==> src/rtl/syscall_input_port.sv <==
// syscall_input_port: debounced enter button feeding a small word FIFO that
// services the CPU's read syscall through an IDLE/WAIT/ACK handshake.
// Build option: define SYSCALL_INPUT_SIGNEXT_EN to sign-extend sw into the
// pushed word; the default build zero-extends.
module syscall_input_port #(
  parameter int unsigned DEBOUNCE_CYCLES = 4,
  parameter int unsigned FIFO_DEPTH_LOG2 = 2
) (
  input  logic                     clk,
  input  logic                     rst,
  input  logic [15:0]              sw,
  input  logic                     btn_enter,
  input  logic                     rd_req,
  output logic [31:0]              rd_data,
  output logic                     rd_valid,
  output logic                     stall,
  output logic [FIFO_DEPTH_LOG2:0] fifo_count,
  output logic                     overflow
);

  localparam int unsigned DEPTH = 1 << FIFO_DEPTH_LOG2;
  localparam int unsigned CW    = $clog2(DEBOUNCE_CYCLES + 1);

  typedef enum logic [1:0] {IDLE, WAIT, ACK} state_e;

  logic                       sync1_q, sync2_q;
  logic                       db_level_q, db_level_d;
  logic [CW-1:0]              db_cnt_q, db_cnt_d;
  logic                       push, push_ok, pop, full;
  logic [31:0]                push_word;
  logic [31:0]                mem_q [DEPTH];
  logic [FIFO_DEPTH_LOG2-1:0] wr_ptr_q, wr_ptr_d, rd_ptr_q, rd_ptr_d;
  logic [FIFO_DEPTH_LOG2:0]   count_q, count_d;
  logic                       overflow_q, overflow_d;
  logic [31:0]                rd_data_q, rd_data_d;
  state_e                     state_q, state_d;

`ifdef SYSCALL_INPUT_SIGNEXT_EN
  assign push_word = {{16{sw[15]}}, sw};
`else
  assign push_word = {16'b0, sw};
`endif

  // Debounce: count consecutive synchronized samples that differ from the
  // current level; flip after DEBOUNCE_CYCLES of them, pushing on a rise.
  always_comb begin
    db_level_d = db_level_q;
    db_cnt_d   = '0;
    push       = 1'b0;
    if (sync2_q != db_level_q) begin
      if (db_cnt_q == CW'(DEBOUNCE_CYCLES - 1)) begin
        db_level_d = sync2_q;
        push       = sync2_q;
      end else begin
        db_cnt_d = db_cnt_q + CW'(1);
      end
    end
  end

  // Read handshake: pop happens on the edge that enters ACK.
  always_comb begin
    state_d = state_q;
    pop     = 1'b0;
    case (state_q)
      IDLE: begin
        if (rd_req) begin
          if (count_q != '0) begin
            pop     = 1'b1;
            state_d = ACK;
          end else begin
            state_d = WAIT;
          end
        end
      end
      WAIT: begin
        if (!rd_req) begin
          state_d = IDLE;
        end else if (count_q != '0) begin
          pop     = 1'b1;
          state_d = ACK;
        end
      end
      ACK:     state_d = IDLE;
      default: state_d = IDLE;
    endcase
  end

  // FIFO bookkeeping; a push into a full FIFO survives only if a pop frees a slot.
  always_comb begin
    full       = (count_q == (FIFO_DEPTH_LOG2 + 1)'(DEPTH));
    push_ok    = push & (~full | pop);
    overflow_d = overflow_q | (push & full & ~pop);
    wr_ptr_d   = push_ok ? wr_ptr_q + 1'b1 : wr_ptr_q;
    rd_ptr_d   = pop ? rd_ptr_q + 1'b1 : rd_ptr_q;
    count_d    = count_q;
    if (push_ok && !pop)      count_d = count_q + 1'b1;
    else if (!push_ok && pop) count_d = count_q - 1'b1;
    rd_data_d  = pop ? mem_q[rd_ptr_q] : rd_data_q;
  end

  // State, synchronizer and control registers.
  always_ff @(posedge clk) begin
    if (rst) begin
      sync1_q    <= 1'b0;
      sync2_q    <= 1'b0;
      db_level_q <= 1'b0;
      db_cnt_q   <= '0;
      wr_ptr_q   <= '0;
      rd_ptr_q   <= '0;
      count_q    <= '0;
      overflow_q <= 1'b0;
      rd_data_q  <= '0;
      state_q    <= IDLE;
    end else begin
      sync1_q    <= btn_enter;
      sync2_q    <= sync1_q;
      db_level_q <= db_level_d;
      db_cnt_q   <= db_cnt_d;
      wr_ptr_q   <= wr_ptr_d;
      rd_ptr_q   <= rd_ptr_d;
      count_q    <= count_d;
      overflow_q <= overflow_d;
      rd_data_q  <= rd_data_d;
      state_q    <= state_d;
    end
  end

  // FIFO storage; contents are don't-care while the count says empty.
  always_ff @(posedge clk) begin
    if (!rst && push_ok) mem_q[wr_ptr_q] <= push_word;
  end

  assign rd_data    = rd_data_q;
  assign rd_valid   = (state_q == ACK);
  assign stall      = rd_req & ~rd_valid;
  assign fifo_count = count_q;
  assign overflow   = overflow_q;

endmodule
==> config.mk <==
export PLATFORM = sky130hd
export DESIGN_NAME = syscall_input_port
export DESIGN_NICKNAME = d
export VERILOG_FILES = /design/src/rtl/syscall_input_port.sv
export SDC_FILE = /design/constraint.sdc
export NUM_CORES = 1
export LEC_CHECK = 0
export BUFFER_PORTS_ARGS = -buffer_cell sky130_fd_sc_hd__clkbuf_2
export CAP_MARGIN = 10
export CORE_MARGIN = 3
export CORE_UTILIZATION = 40
export DETAILED_ROUTE_END_ITERATION = 7
export GPL_TIMING_DRIVEN = 1
export SYNTH_ARGS = -nofsm -noshare
export SYNTH_HDL_FRONTEND = slang
export SYNTH_SLANG_ARGS = --single-unit
==> constraint.sdc <==
create_clock -name clk -period 3.7 [get_ports clk]
set_input_delay 0.185 -clock clk [delete_from_list [all_inputs] [get_ports clk]]
set_output_delay 0.185 -clock clk [all_outputs]
set_load 0.05 [all_outputs]
Word-level counts from Yosys, hierarchy flattened
Memory sizes are Yosys's and may differ from the RTL's. A register that Yosys moved wholly into a read port is not among the register bits.
Cells that the tools add are included.
{"block": "totals", "ff_bits": 48, "mem_bits_rw": 64, "inputBits": 20, "wordCells": 60, "n_memories": 1}
{"block": "op_classes", "addsub": 5, "eq_ne": 7, "muxes": 14, "n_bitwise": 10, "n_reduce_logical": 13}
{"name": "mem_q", "depth": 4, "word_bits": 16, "rd": 1, "rd_clocked_by_memory_dff": 1, "write_ports": 1, "line_no": "31", "rtl": "logic [31:0] mem_q [DEPTH];"}
{"op": "$mux W2", "n": 4}
{"op": "$mux W1", "n": 7}
{"op": "$add A3 B1 Y3 const B", "n": 2}
{"op": "$mux W3", "n": 2}
{"op": "$add A2 B1 Y2 const B", "n": 2}
{"op": "$and A1 B1 Y1", "n": 4}
{"op": "$not A1 Y1", "n": 4}
{"op": "$pmux W2 S2", "n": 1}
{"op": "$reduce_and A2 Y1", "n": 2}
{"op": "$eq A3 B2 Y1 const B", "n": 1}
{"op": "$eq A3 B3 Y1 const B", "n": 1}
{"op": "$logic_and A1 B1 Y1", "n": 3}
{"op": "$logic_not A1 Y1", "n": 3}
{"op": "$ne A3 B3 Y1 const B", "n": 1}
{"op": "$reduce_bool A3 Y1", "n": 1}
{"op": "$reduce_or A3 Y1", "n": 1}
{"op": "$sub A3 B1 Y3 const B", "n": 1}
{"op": "$eq A2 B1 Y1 const B", "n": 1}
{"op": "$eq A2 B2 Y1 const B", "n": 1}
{"op": "$logic_not A2 Y1", "n": 1}
{"op": "$ne A2 B2 Y1 const B", "n": 1}
{"op": "$or A1 B1 Y1", "n": 2}
{"op": "$reduce_bool A2 Y1", "n": 1}
{"op": "$reduce_or A2 Y1", "n": 1}
{"op": "$ne A1 B1 Y1", "n": 1}

Logic depth before layout (Yosys ltp)
Gate-level depths: netlist (run 1).
{"block": "logic_depth", "word_depth": 10, "ltp_mapped": 11, "depth_no_buf": 11}

Worst setup path after synthesis (run 1)
No wires, ideal clock.
{"block": "synth_path", "path_kind": "register to register", "from": "register count_q[0] (netlist: fifo_count[0])", "to": "memory mem_q[0][0] (netlist name), enable pin", "arrival_time_ps": 2557, "slack_ps": 730, "path_stages_with_launch": 4, "cell_sequence": "dfxtp_1 > nor2_1 > a311o_1 > nor3b_1"}
{"block": "synth_via", "elab_chain_len": 9, "word_cells_on_any_way": 11}
{"item": "from (decl)", "line_no": "33", "rtl": "logic [FIFO_DEPTH_LOG2:0] count_q, count_d;"}
{"item": "from (signal assigned)", "line_no": "121", "rtl": "count_q <= count_d;"}
{"item": "$reduce_bool A3 Y1", "line_no": "67, 78"}
{"item": "$mux W1", "line_no": "67, 78"}
{"item": "$mux W1", "line_no": "76", "rtl": "if (!rd_req) begin"}
{"item": "$mux W1"}
{"item": "$or A1 B1 Y1 (*)", "line_no": "91", "rtl": "push_ok = push & (~full | pop);"}
{"item": "$and A1 B1 Y1 (*)", "line_no": "91"}
{"item": "$logic_and A1 B1 Y1 (*)", "line_no": "130", "rtl": "if (!rst && push_ok) mem_q[wr_ptr_q] <= push_word;"}
{"item": "$mux W1 (*)", "line_no": "130"}
{"item": "$mux W1 (implied by the code) (*)", "line_no": "130"}
{"item": "to (decl)", "line_no": "31"}
Every way passes the cells marked *; elsewhere a longest branch is shown, timed or not.

Worst setup path in the final report (run 1)
{"block": "layout_path", "from": "register db_cnt_q[0]", "to": "register count_q[2] (netlist: fifo_count[2])"}
{"block": "layout_via", "elab_chain_len": 7, "word_cells_on_any_way": 9}
{"item": "from (decl)", "line_no": "28", "rtl": "logic [CW-1:0] db_cnt_q, db_cnt_d;"}
{"item": "from (signal assigned)", "line_no": "118", "rtl": "db_cnt_q <= db_cnt_d;"}
{"item": "$eq A3 B2 Y1 (*)", "line_no": "51", "rtl": "if (db_cnt_q == CW'(DEBOUNCE_CYCLES - 1)) begin"}
{"item": "$mux W1 (*)", "line_no": "51"}
{"item": "$mux W1 (*)", "line_no": "50", "rtl": "if (sync2_q != db_level_q) begin"}
{"item": "$and A1 B1 Y1 (*)", "line_no": "91"}
{"item": "$logic_not A1 Y1", "line_no": "97", "rtl": "else if (!push_ok && pop) count_d = count_q - 1'b1;"}
{"item": "$logic_and A1 B1 Y1", "line_no": "97"}
{"item": "$reduce_bool A2 Y1 (no line)"}
Marks and branches as above.
A chain may end at the register's enable or synchronous reset.

==> impl_results.md, run 1 <==
* Outcome: completed
* GRT Resource Usage Total at 0.1267
* Number of global-route vias before repair at 1818
* Cell total after placement at 363
* Total number of yosys warnings at 0
* Die W at 102.6 um
* Routed length per instance at 16.26 um
* Power share of the combinational group at 0.260
* Max Fclk at roughly 360 MHz
* Starting Density at 0.4199
* CP bufs+invs at 2
* Switching Share at 0.3229
* Drt pass-1 iters at 4
* Top cell type's share of synthesized area at 0.5147
* Crit path largest cell delay at approximately 0.43 ns
* Ant. Diodes at 0
* Maximum VDD drop at 0.2764 mV
* Synth Flop Type: edfxtp_1
* Rel. slew slack at 0.4036
* Chip height at 102.6 um
* Antenna viol nets, final at 0
* Crit-path most repeated cell: ha_1
* Depth of the CTS H-tree at 3
* Pin count of the biggest net entering global routing at 23
* Routed vias/inst at 4.934
* Slowest cell on crit path: a311o_1
* DRC violation count after routing at 0
* Pwr dens at 668.4 mW/mm2
* Post-Syn Instances at 217
* Post-CTS setup buffers at 0
* Most frequent cells in the layout: edfxtp_1, clkbuf_2, dfxtp_1
* CP cell instances: ha_1, ha_1, nand2_1, a311o_1, inv_1, ha_1, inv_1, fa_1, xor2_1, or3_2, a21oi_1
* Post-DP HPWL at 3.818 mm
* Later-pin clock latency in the skew report at around 0.37 ns
* CTS tree: built
* Global-route wire length before repair at 9.604 mm
* Final Hold Viols at 0
* Period utilization at 0.7408
* Synth unique cells at 37
* Max-cap violations at 0
* Worst Hold Class: primary input to flop
* Syn Area/Cell at 17.21 um2
* Total CTS buffers at 9
* Register area share after synthesis at 0.6863
* # IOs at just under 60
* CP startpoint kind: flop
* Clock skew at 0.01340 ns
* NetSw at 0.0009205 W
* PortBufs at 41
* Critical Path AT at 3.04 ns
* Fin crit period at 2.741 ns
* Grt total ovfl at 0
* Unrepaired setup endpoints after global routing: false
* Number of synthesized flops with an enable pin at 64
* Critical Path RT at around 4.0 ns
* Sequential power share at 0.448
* Via count at 1870
* Worst slew pin tran at 0.8934 ns
* Drt total wl at just over 6 mm
* Delay-heaviest family, CP: adder cells
* Yosys top cell by area: edfxtp_1
* Rows at 34
* Non-Filler Instances at about 380
* Cell Area, Synth at 0.003734 mm2
* Die area at 0.01053 mm2
* Routability cong. at 0.7465
* Synth area leaders: edfxtp_1, dfxtp_1, mux4_2
* Most common cell after layout, fill and taps aside: edfxtp_1
* Clk root buf: clkbuf_8
* LEAKAGE at 1.555 nW
* Cts repair resizes at 0
* Initial antenna violation count at 0
* Area grow syn2layout at 14.24%
* Slew Viols, Final at 0
* Post-synthesis register bit count at 96
* Cts hold-fix bufs at 0
* Kind of critical path: flop to flop
* Iter 0 DRT Violations at 60
* Share of cells above drive strength 1 at 0.3875
* Endpoints failing setup at 0
* Crit-path max FO at 5
* Clock power share at 0.292
* CP endpoint kind: flop
* Setup TNS at 0 ns
* Ys async rst share at 0
* Internal power at 0.001930 W
* # nets final at 294
* Clock Pin Slew Worst Setup and Hold Paths at 0.10 ns
* Clk buf depth at 2
* CTS Sinks at 96
* Core Area at 0.008891 mm2
## registers in the layout, summed over array words and instances (netlist names)
name	flops
db_cnt_q	3
db_level_q	1
fifo_count	3
mem_q	64
overflow	1
rd_data	16
rd_ptr_q	2
state_q	2
sync1_q	1
sync2_q	1
wr_ptr_q	2
## path summary, 6_finish.rpt
path / from / to / slack, ns / cells past startpoint
min: sw[1] / mem_q[3][1] / 0.03 / 1
max reg2reg: db_cnt_q[0] / fifo_count[2] / 0.96 / 11
max: db_cnt_q[0] / fifo_count[2] / 0.96 / 11
min reg2reg: db_cnt_q[0] / db_cnt_q[0] / 0.43 / 1
## Yosys cell counts, drive strengths merged, types with 3 or more instances
library cell,instances
a21oi,4
a22o,16
buf,22
dfxtp,32
edfxtp,64
ha,7
inv,6
mux4,16
nand2b,4
nor2,10
nor2b,5
nor3,3
nor3b,4
or3,4
## per-stage QoR
stage / area [um2] / power (W) / util / setup slack (ns) / hold WS, ns
4_1_cts: 4265 / 0.002891 / 0.4797 / 0.9351 / 0.01090
2_1_floorplan: 3790 / 0.001925 / - / 0.7299 / 0.2839
6_report: 4265 / 0.002851 / 0.4797 / 0.9592 / 0.03150
3_5_place_dp: 4018 / 0.002056 / 0.4519 / 0.9581 / 0.4084
3_3_place_gp: 4018 / 0.002052 / 0.4519 / 1.039 / 0.3967
5_1_grt: 4265 / 0.002982 / 0.4797 / 0.7853 / 0.02290
## kinds of logic (layout without fill, tap and decap cells)
| logic type | Yosys count | count (layout) | synth area share |
|---|---|---|---|
| buffers and inverters | 30 | 69 | 0.05362 |
| DFF | 96 | 96 | 0.6863 |
| AOI/OAI and AO/OA | 24 | 24 | 0.05865 |
| other | 1 | 16 | 0.001004 |
| adders and majority gates | 8 | 8 | 0.02882 |
| and+or+nand+nor | 35 | 35 | 0.05664 |
| xor gates and xnor gates | 3 | 3 | 0.007039 |
| muxes | 20 | 20 | 0.1079 |
## layout make-up
type / count / area [um2]
multi-input cells: 106 / 1047
well taps: 108 / 135.1
clock inverters: 7 / 123.9
repair buffers: 47 / 250.2
flip-flops and latches: 96 / 2562
fillers: 764 / 4626
inverters: 6 / 22.52
clock buffers: 9 / 123.9
## metal layers
metal / GRT usage / part of all wire / vias to the layer above
met4: 0.05752 / 0.014 / 0
met2: 0.1892 / 0.46 / 56
li1: - / - / 887
met5: 0 / 0 / -
met1: 0.1680 / 0.47 / 918
met3: 0.04330 / 0.053 / 9
## power groups by stage
stage / logic, W / registers, W / clock network (W)
2_1_floorplan: 0.000425 / 0.00150 / 0
3_3_place_gp: 0.000747 / 0.00131 / 0
3_5_place_dp: 0.000752 / 0.00130 / 0
4_1_cts: 0.000753 / 0.00128 / 0.000858
5_1_grt: 0.000793 / 0.00129 / 0.000893
6_report: 0.000741 / 0.00128 / 0.000831
No activity file was read; power rests on OpenSTA's default activity.
==> inputs of run 2 (changes only) <==
clock period = 2.5 ns   (was 3.7 ns; I/O delays follow)
==> impl_results.md, run 2 (synthesized netlist as in run 1, its figures left out) <==
* Crit-path max FO at 2 (-3)
* Max Fclk at 425.8 MHz (+17%)
* CTS tree: built
* Biggest register: mem_q
* Global-route wire length before repair at 10.24 mm (+6.6%)
* Register area at 0.002566 mm2 (+0.15%)
* Critical Path AT at 2.64 ns (-0.40 ns)
* Pin count of the biggest net entering global routing at 23 (unchanged)
* Endpoints failing setup at 0 (unchanged)
* Rows at 34 (unchanged)
* Worst Hold Class: primary input to flop
* LEAKAGE at 1.651 nW (+6.2%)
* Most frequent cells in the layout: edfxtp_1, clkbuf_2, dfxtp_1
* Iter 0 DRT Violations at 73 (+22%)
* Total CTS buffers at 9 (unchanged)
* Critical Path RT at 2.79 ns (-1.20 ns)
* PortBufs at 41 (unchanged)
* # IOs at 58 (unchanged)
* Outcome: completed
* Clk root buf: clkbuf_8
* Routed vias/inst at 4.911 (-0.47%)
* Initial antenna violation count at 0 (unchanged)
* DRC violation count after routing at 0 (unchanged)
* Ant. Diodes at 0 (unchanged)
* Final Hold Viols at 0 (unchanged)
* GRT Resource Usage Total at 0.1329 (+0.006187)
* Grt total ovfl at 0 (unchanged)
* Slew Viols, Final at 0 (unchanged)
* Later-pin clock latency in the skew report at 0.36 ns (about the same)
* Clock Pin Slew Worst Setup and Hold Paths at 0.09 ns (about the same)
* Max-cap violations at 0 (unchanged)
* Fill count at 754 (-1.3%)
* Drt total wl at 6.423 mm (+4.3%)
* Die area at 0.01053 mm2 (unchanged)
* Number of global-route vias before repair at 1975 (+8.6%)
* Post-DP HPWL at 4.041 mm (+5.8%)
* Die W at 102.6 um (unchanged)
* Rel. slew slack at 0.6081 (+0.2045)
* Period utilization at 0.9394 (+0.1986)
* Worst slew pin tran at 0.5847 ns (-0.3087 ns)
* Clk buf depth at 2 (unchanged)
* Core Area at 0.008891 mm2 (unchanged)
* # nets final at 319 (+8.5%)
* Routed length per instance at 15.90 um (-2.2%)
* Area grow syn2layout at 20.41%
* Max reg flops at 64 (unchanged)
* Starting Density at 0.4199 (unchanged)
* Via count at 1984 (+6.1%)
* Maximum VDD drop at 0.4518 mV (+63%)
* Pwr dens at 920.0 mW/mm2 (+38%)
* Hold path depth at 3 (+2)
* Kind of critical path: flop to flop
* Dpl ws at -0.04035 ns (-0.9985 ns)
* Area of the multi-input gates at 0.001072 mm2 (+2.4%)
* Unrepaired setup endpoints after global routing: false
* Reg2Reg Depth at 11 (unchanged)
* Depth of the CTS H-tree at 3 (unchanged)
* Share of cells above drive strength 1 at 0.4054 (+0.01795)
* PnR worst setup slack at 0.1516 ns (-0.8075 ns)
* Drt pass-1 iters at 6 (+2)
* Clock skew at 0.01148 ns (-0.001926 ns)
* Routability cong. at 0.7091 (-5.0%)
* Tot Pwr at 0.004136 W (+45%)
* Fin util at 0.5056 (+0.02589)
* CP startpoint kind: flop
* CTS Sinks at 96 (unchanged)
* Chip height at 102.6 um (unchanged)
* Fin crit period at 2.348 ns (-0.3925 ns)
* Most common cell after layout, fill and taps aside: edfxtp_1
* Antenna viol nets, final at 0 (unchanged)
* CP endpoint kind: flop
[run 2: final cells by class]
type                            count  area share
Clock inverter                      6     0.02032
Tap cell                          108     0.03006
Sequential cell                    96      0.5708
Timing Repair Buffer               72      0.1069
Multi-Input combinational cell    106      0.2385
Clock buffer                       10     0.02839
Inverter                            6    0.005010
[run 2: per-layer routing]
layer	up-vias	routed length (um)	GRT usage
li1	941	-	-
met1	980	2918	0.1688
met2	54	3116	0.2165
met4	0	86	0.04844
met3	9	301	0.03992
met5	-	0	0
[run 2: what timing repair did]
item / 4_1_cts / 5_1_grt
pin swaps: 1 / 1
resized for setup: 3 / 5
setup buffers: 1 / 1
hold buffers: 17 / 0
setup endpoints to repair: 1 / 1
hold endpoints to repair: 65 / 0
[run 2: critical path, stage by stage, from the launching register on]
cell and delay, ns:
dfxtp_2 0.34, ha_1 0.14, ha_2 0.18, nand2_1 0.07, a311o_1 0.36, inv_2 0.09
ha_4 0.13, inv_1 0.05, fa_2 0.33, xor2_1 0.15, or3_4 0.33, a21oi_2 0.12
[run 2: stage by stage]
stage | area (um2) | instances | hold WS [ns] | TNS (ns)
after CTS | 4468 | 403 | 0.07447 | 0
after detailed placement | 4065 | 369 | 0.3517 | -0.04035
after global placement | 4065 | 369 | 0.3421 | 0
after floorplan | 3792 | 232 | 0.2239 | -15.55
final | 4496 | 404 | 0.08674 | 0
after global routing | 4496 | 404 | 0.08658 | 0
[run 2: final timing paths]
| check | start | to | slack [ns] |
|---|---|---|---|
| max | db_cnt_q[0] | fifo_count[2] | 0.15 |
| min | rd_req | state_q[0] | 0.09 |
| max reg2reg | db_cnt_q[0] | fifo_count[2] | 0.15 |
| min reg2reg | db_cnt_q[0] | db_cnt_q[0] | 0.40 |
[run 2: power breakdown]
group	switching (W)	internal, W	total (W)
logic	0.000739	0.000418	0.00116
clock network	0.000519	0.000571	0.00109
registers	0.0000866	0.00180	0.00189
total	0.00134	0.00279	0.00414
